File: config.mk
export PLATFORM = sky130hd
export DESIGN_NAME = timer_irq_ctrl
export DESIGN_NICKNAME = d
export VERILOG_FILES = /design/src/rtl/timer_pkg.sv /design/src/rtl/tc_edge_detect.sv /design/src/rtl/timer_irq_ctrl.sv
export SDC_FILE = /design/constraint.sdc
export NUM_CORES = 1
export LEC_CHECK = 0
export ABC_AREA = 1
export CAP_MARGIN = 5
export CORE_UTILIZATION = 35
export CTS_CLUSTER_SIZE = 20
export DETAILED_ROUTE_END_ITERATION = 12
export GPL_TIMING_DRIVEN = 1
export HOLD_SLACK_MARGIN = 0.1
export SLEW_MARGIN = 25
export SYNTH_ARGS = -nofsm -noshare
export SYNTH_HDL_FRONTEND = slang
export SYNTH_SLANG_ARGS = --single-unit
File: constraint.sdc
create_clock -name clk -period 3.3 [get_ports clk]
set_input_delay 0.33 -clock clk [delete_from_list [all_inputs] [get_ports clk]]
set_output_delay 0.33 -clock clk [all_outputs]
set_load 0.03 [all_outputs]
File: src/rtl/timer_pkg.sv
// Shared types and width defaults for the timer interrupt controller.
package timer_pkg;

  localparam int TIMER_CNT_W = 10;
  localparam int TIMER_EVT_W = 8;

  typedef enum logic [1:0] {
    IDLE    = 2'd0,
    ARMED   = 2'd1,
    PENDING = 2'd2
  } timer_irq_state_e;

endpackage

File: src/rtl/tc_edge_detect.sv
// Rising-edge detector for the counter's level terminal_count.
// The history flop resets low, so a level already high at reset release is an edge.
module tc_edge_detect (
  input  logic clk,
  input  logic rst_n,
  input  logic tc_in,
  output logic evt_o
);

  logic tc_q, tc_d;

  always_comb tc_d = tc_in;

  always_ff @(posedge clk) begin
    if (!rst_n) tc_q <= 1'b0;
    else        tc_q <= tc_d;
  end

  assign evt_o = tc_in & ~tc_q;

endmodule

File: src/rtl/timer_irq_ctrl.sv
// Counts terminal-count events and raises a held interrupt every THRESHOLD events.
// Optional ack-timeout flag enabled by defining TIMER_IRQ_TIMEOUT_EN.
module timer_irq_ctrl
  import timer_pkg::*;
#(
  parameter int CNT_W       = TIMER_CNT_W,
  parameter int EVT_W       = TIMER_EVT_W,
  parameter int ACK_TIMEOUT = 256
) (
  input  logic             clk,
  input  logic             rst_n,
  input  logic             tc_in,
  input  logic [CNT_W-1:0] count_in,
  input  logic             cfg_valid,
  output logic             cfg_ready,
  input  logic [EVT_W-1:0] cfg_threshold,
  input  logic             cfg_periodic,
  input  logic             cfg_abort,
  output logic             irq_o,
  input  logic             irq_ack_i,
  output logic [EVT_W-1:0] evt_count_o,
  output logic [CNT_W-1:0] snap_o,
  output logic [EVT_W-1:0] missed_o,
  output logic             ovf_o,
  output logic             irq_timeout_o
);

  localparam logic [EVT_W-1:0] EVT_ONE = EVT_W'(1);
  localparam logic [EVT_W-1:0] EVT_MAX = '1;

  timer_irq_state_e state_q, state_d;
  logic [EVT_W-1:0] thr_q, thr_d;
  logic             periodic_q, periodic_d;
  logic [EVT_W-1:0] evt_cnt_q, evt_cnt_d;
  logic [CNT_W-1:0] snap_q, snap_d;
  logic [EVT_W-1:0] missed_q, missed_d;
  logic             ovf_q, ovf_d;
  logic             evt, cfg_acc, pend_entry;
  logic [EVT_W-1:0] evt_inc;

  tc_edge_detect u_tc_edge (
    .clk   (clk),
    .rst_n (rst_n),
    .tc_in (tc_in),
    .evt_o (evt)
  );

  assign cfg_ready = (state_q == IDLE);
  assign evt_inc   = evt_cnt_q + EVT_ONE;

  always_comb begin
    state_d    = state_q;
    thr_d      = thr_q;
    periodic_d = periodic_q;
    evt_cnt_d  = evt_cnt_q;
    snap_d     = snap_q;
    missed_d   = missed_q;
    ovf_d      = ovf_q;
    cfg_acc    = 1'b0;
    pend_entry = 1'b0;
    if (cfg_abort) begin
      state_d   = IDLE;
      evt_cnt_d = '0;
    end else begin
      case (state_q)
        IDLE: if (cfg_valid) begin
          cfg_acc    = 1'b1;
          thr_d      = (cfg_threshold == '0) ? EVT_ONE : cfg_threshold;
          periodic_d = cfg_periodic;
          evt_cnt_d  = '0;
          missed_d   = '0;
          ovf_d      = 1'b0;
          state_d    = ARMED;
        end
        ARMED: if (evt) begin
          if (evt_inc == thr_q) begin
            evt_cnt_d  = thr_q;
            snap_d     = count_in;
            state_d    = PENDING;
            pend_entry = 1'b1;
          end else begin
            evt_cnt_d = evt_inc;
          end
        end
        PENDING: begin
          if (irq_ack_i) begin
            if (!periodic_q) begin
              state_d = IDLE;
            end else if (evt) begin
              // Coincident event opens the next period; with threshold 1 it is a fresh interrupt.
              evt_cnt_d = EVT_ONE;
              if (thr_q == EVT_ONE) begin
                snap_d     = count_in;
                pend_entry = 1'b1;
              end else begin
                state_d = ARMED;
              end
            end else begin
              evt_cnt_d = '0;
              state_d   = ARMED;
            end
          end else if (evt) begin
            if (missed_q != EVT_MAX) missed_d = missed_q + EVT_ONE;
            ovf_d = 1'b1;
          end
        end
        default: state_d = IDLE;
      endcase
    end
  end

  always_ff @(posedge clk) begin
    if (!rst_n) begin
      state_q    <= IDLE;
      thr_q      <= EVT_ONE;
      periodic_q <= 1'b0;
      evt_cnt_q  <= '0;
      snap_q     <= '0;
      missed_q   <= '0;
      ovf_q      <= 1'b0;
    end else begin
      state_q    <= state_d;
      thr_q      <= thr_d;
      periodic_q <= periodic_d;
      evt_cnt_q  <= evt_cnt_d;
      snap_q     <= snap_d;
      missed_q   <= missed_d;
      ovf_q      <= ovf_d;
    end
  end

`ifdef TIMER_IRQ_TIMEOUT_EN
  localparam int TO_W = $clog2(ACK_TIMEOUT + 1);
  localparam logic [TO_W-1:0] TO_MAX = TO_W'(ACK_TIMEOUT);

  logic [TO_W-1:0] to_cnt_q, to_cnt_d, to_inc;
  logic            to_flag_q, to_flag_d;

  assign to_inc = to_cnt_q + TO_W'(1);

  always_comb begin
    to_cnt_d  = to_cnt_q;
    to_flag_d = to_flag_q;
    if (cfg_acc) to_flag_d = 1'b0;
    if (pend_entry) begin
      to_cnt_d = '0;
    end else if (state_q == PENDING && to_cnt_q != TO_MAX) begin
      to_cnt_d = to_inc;
      if (to_inc == TO_MAX) to_flag_d = 1'b1;
    end
  end

  always_ff @(posedge clk) begin
    if (!rst_n) begin
      to_cnt_q  <= '0;
      to_flag_q <= 1'b0;
    end else begin
      to_cnt_q  <= to_cnt_d;
      to_flag_q <= to_flag_d;
    end
  end

  assign irq_timeout_o = to_flag_q;
`else
  logic [31:0] unused_ack_timeout;
  logic        unused_cfg_acc;
  assign unused_ack_timeout = 32'(ACK_TIMEOUT);
  assign unused_cfg_acc     = cfg_acc;
  assign irq_timeout_o      = 1'b0;
`endif

  assign irq_o       = (state_q == PENDING);
  assign evt_count_o = evt_cnt_q;
  assign snap_o      = snap_q;
  assign missed_o    = missed_q;
  assign ovf_o       = ovf_q;

endmodule

Word level (Yosys, flattened, before mapping)
Index checks and enable logic that the tools add are counted.

Input bits: 25. Output and inout port bits: 30. Logic and storage cells: 72. Register bits: 39.

Bitwise gates (word level): 4. Mux-type cells: 31. Reduce and logical (&&, ||, !) cells: 12. $add $sub $neg: 2. Eq/ne operators: 15.

Operators by type and width (number): $mux 8 (9); $mux 10 (6); $pmux 8 s3 (1); $pmux 10 s2 (1); $add 8x1->8 const B (2); $pmux 8 s2 (1); $reduce_and 5->1 (3); $mux 2 (7); $ne 2x1->1 const B (5); $eq 8x1->1 const B (1); $eq 8x8->1 (1); $logic_not 8->1 (1); $ne 2x2->1 const B (4); $ne 8x8->1 const B (1); $reduce_and 8->1 (1); $pmux 2 s3 (1); $reduce_and 6->1 (1); $mux 1 (4); $ne 4x4->1 const B (1); $reduce_bool 2->1 (2); $not 1->1 (3); $reduce_and 3->1 (1); $reduce_bool 3->1 (1); $eq 2x1->1 const B (1); other kinds (5) (5).

Longest topological paths before layout
Depth in word-level cells: 6. Mapped depth: 14. Depth with buffers taken out: 13.

Modules after synthesis
Synthesis repeated with hierarchy kept, for this count alone.

Cells, all modules: 330. Area, all modules: 2344.7 um^2.

Modules (own cells, without submodules): timer_irq_ctrl (instances 1, area an instance 2307.2 um^2, seq. area each 760.7 um^2, cells each 325); tc_edge_detect (instances 1, area an instance 37.5 um^2, seq. area each 20.0 um^2, cells each 5).

Worst setup path before layout
Ideal clock, no wire load.

Kind: register -> register. Start: register state_q[0]. End: register evt_cnt_q[3] (netlist: evt_count_o[3]). Slack: 1284 ps. Period minus slack after synthesis: 2016 ps. Library setup time: 123 ps. Data arrival time: 1894 ps. Data required time: 3177 ps. Path buffers: 0. Stages on the path, launching flop included: 9. Cell sequence: dfxtp_1 > inv_1 > ha_1 > inv_1 > nor2_1 > nor4_2 > inv_1 > nand2_1 > a21oi_1.

Cells in the longest elaborated chain, start to end: 3. Elaborated cells on any way between the ends: 10. Classes of those cells: eq/ne: 6; mux: 1; reduce/logical: 3.

Ends and longest elaborated chain: from (decl) (line timer_irq_ctrl.sv:31) `timer_irq_state_e state_q, state_d;`; from (signal assigned) (line timer_irq_ctrl.sv:122) `state_q <= state_d;`; $eq 2x2->1 (*); via irq_o (line timer_irq_ctrl.sv:19) `output logic irq_o,`; $ne 2x1->1 (no line) or $reduce_bool 3->1 (tied branches); $reduce_and 5->1 (no line); to (signal assigned) (line timer_irq_ctrl.sv:125) `evt_cnt_q <= evt_cnt_d;`; to (decl) (line timer_irq_ctrl.sv:34) `logic [EVT_W-1:0] evt_cnt_q, evt_cnt_d;`.

The timed path passes the listed nets; every way through them passes the cells marked *. A chain may end at the register's enable or synchronous reset.

Worst setup path in the final report
Start: register state_q[0]. End: register evt_cnt_q[7] (netlist: evt_count_o[7]).

Cells in the longest elaborated chain, start to end: 3. Elaborated cells on any way between the ends: 10. Classes of those cells: eq/ne: 6; mux: 1; reduce/logical: 3.

Ends and longest elaborated chain: $eq 2x2->1 (tied with other cells) (line timer_irq_ctrl.sv:65) `case (state_q)`; $ne 2x1->1 (no line) (tied with other cells); $reduce_and 5->1 (no line).

Parallel ways exist; a longest one is shown, timed or not.

==> metrics.txt <==
die area 0.00676 mm²; Die Span Y 82.2 µm; Seq pwr share 44.5%; combinational fraction of design power 24.0%; critical path fanouts, max 9; fmax 442 MHz; top-level I/O count 55; Clk pwr share 31.5%; commonest non-fill, non-tap cell in the layout nand2_1; Worst Hold Class reg -> reg; Worst R2R Start state_q[0]; R2R cell count 8; Sw Share 30.9%; Num Clock Sinks 39; NetSw 358 µW; Post-DRT Antenna Nets 0; CTS H-tree depth 2; FF-to-FF setup slack 1.04 ns; # resized after CTS 0; hold depth 2; P&R area growth vs syn 29.8%; Slew @ Worst Pin 0.701 ns; post-synthesis simple-gate area fraction 35.4%; post-synthesis mux area share 0%; RSZ-0062 raised after global routing no; Post-CTS Setup Bufs 0; ratio of cells with drive above 1 in the final layout 8.62%; TritonCTS Buffers 5; hold_buf cts 0; ANT cells 0; Compound-Gate Fraction of Synth Area 12.3%; Final Slew Violations 0; FF-to-FF End evt_count_o[7]; Die W 82.2 µm; leakage power 0.00124 µW; Synth cell types 35; crit path DAT 2.43 ns; max_cap viols 0; Root Buffer clkbuf_8; Final TNS setup 0 ns; worst skew pair latency 0.29 ns; syn nets 362; #FFs+latches synth 39; largest family of logic cells by synthesized area simple AND/OR/NAND/NOR gates; WL final 5300 µm; clk slew on worst S/H paths 0.08 ns; pwr dens 397 mW/mm²; maximum vdd drop 0.215 mV; xor and xnor area share after synthesis 1.95%; routability cong. 0.820; overall global routing resource usage 17.0%; via count 2179; global-route wire length before repair 8780 µm; Finished Core Util 48.2%; Slew HR 52.9%; routed len/inst 11.6 µm; Adder-Cell Fraction of Synth Area 3.89%; # setup viols final 0; initial core utilization 37.1%; grt ovf 0; Yosys Warn Count 0; Data required, critical path 3.47 ns; area leader, netlist dfxtp_1; fin nets 414; core area 0.00606 mm²; Iter 0 DRT Violations 144; Final Hold Viols 0; Mean Syn Cell Area 6.82 µm²; drt drc 0; top post-synthesis cells by area dfxtp_1, nand2_1, nand3_1; vias in the first global route 1875; FP Rows 28; Internal Power 801 µW; commonest cells after routing, fill and taps aside nand2_1, clkdlybuf4s50_1, inv_1; largest net degree at the start of global routing 25; outcome complete, no violations; initial antenna violation count 0; DPL Wire Length 3970 µm; Via-to-Cell Ratio 4.76; Setup crit start kind flip-flop; HP Start ovf_o; Synth Cell Area 0.00225 mm²; post-synth top area share 34.7%; crit path kind reg -> reg; final worst path period need 2.26 ns; CTS tree built; period utilisation layout 68.5%; Hold Path End ovf_o; register area share after synthesis 34.7%; IO buf count 53; Setup Skew 0.00822 ns; CTS max path bufs 2; Post-Synthesis Cells 330; drt pass-1 iters 4; Setup crit end kind flip-flop
## worst max-delay path by stage
stage / endpoint / from / depth (start not counted)
global route: evt_count_o[4] / state_q[0] / 8
floorplan: evt_count_o[3] / state_q[0] / 8
CTS: evt_count_o[1] / state_q[0] / 8
detailed placement: evt_count_o[0] / tc_in / 8
finish: evt_count_o[7] / state_q[0] / 8
global placement: evt_count_o[2] / tc_in / 8
## Yosys cell counts
master and number:
nand2_2 5, buf_6 1, nor2_1 34, dfxtp_1 39, o22ai_1 2, inv_2 3
nor2_8 1, nand3b_1 1, nand2_4 1, nand3_2 2, nor4_2 1, nor4_1 2
buf_2 2, o21ai_0 11, nand2_1 62, a21oi_2 3, inv_1 46, clkbuf_1 3
o21bai_1 1, nand4_1 9, a21oi_1 31, nor2_4 1, xnor2_1 1, nand3_1 36
nor3_1 8, o211ai_1 1, buf_4 2, buf_8 2, and2_4 1, xor2_1 4
o31ai_1 1, o21ai_1 1, conb_1 1, nor2_2 4, ha_1 7
## power by group through the flow
stage | clock, µW | sequential, µW | combinational, µW
global route | 399 | 520 | 310
finish | 365 | 516 | 278
floorplan | 0 | 553 | 162
detailed placement | 0 | 527 | 279
global placement | 0 | 527 | 278
CTS | 375 | 516 | 280
## through the flow
| stage | hold WS [ns] | cell area, µm² | setup slack (ns) | instances | power, µW |
|---|---|---|---|---|---|
| 2_1_floorplan | 0.423 | 2250 | 1.28 | 330 | 715 |
| 3_3_place_gp | 0.434 | 2820 | 1.13 | 450 | 805 |
| 3_5_place_dp | 0.444 | 2820 | 1.07 | 450 | 806 |
| 4_1_cts | 0.455 | 2920 | 1.06 | 458 | 1170 |
| 5_1_grt | 0.477 | 2920 | 0.786 | 458 | 1230 |
| 6_report | 0.450 | 2920 | 1.04 | 458 | 1160 |
## state kept, by name, indices dropped and copies added (netlist names)
signal,count
evt_count_o,8
periodic_q,1
u_tc_edge.tc_q,1
thr_q,8
missed_o,8
ovf_o,1
snap_o,10
state_q,2
## area by class of cell
type                            count  area (µm²)
Sequential cell                    39         781
Fill cell                         612        3140
Timing Repair Buffer               55         546
Multi-Input combinational cell    232        1210
Clock buffer                        7        96.3
Clock inverter                      1        7.51
Inverter                           49         184
Tap cell                           75        93.8
## metal layers
| metal | global-route usage [%] | routed length [µm] | part of all wire (%) |
|---|---|---|---|
| met3 | 5.71 | 359 | 6.8 |
| met2 | 26.9 | 2450 | 46 |
| met4 | 5.44 | 32 | 0.60 |
| met1 | 21.8 | 2460 | 46 |
| met5 | 0 | 0 | 0 |
## critical path, stage by stage, from the launching register on
cell and delay (ns):
dfxtp_1 0.41, inv_1 0.09, ha_1 0.31, inv_1 0.17
nor2_1 0.07, nor4_2 0.60, inv_1 0.30, nand2_1 0.13
a21oi_1 0.07
## cells by family after synthesis
logic type,Yosys count
simple gates,168
flops,39
compound gates,51
fa+ha+maj,7
xor+xnor,5
buf+inv,59
other cells,1
Power figures use the tool's default switching activity.
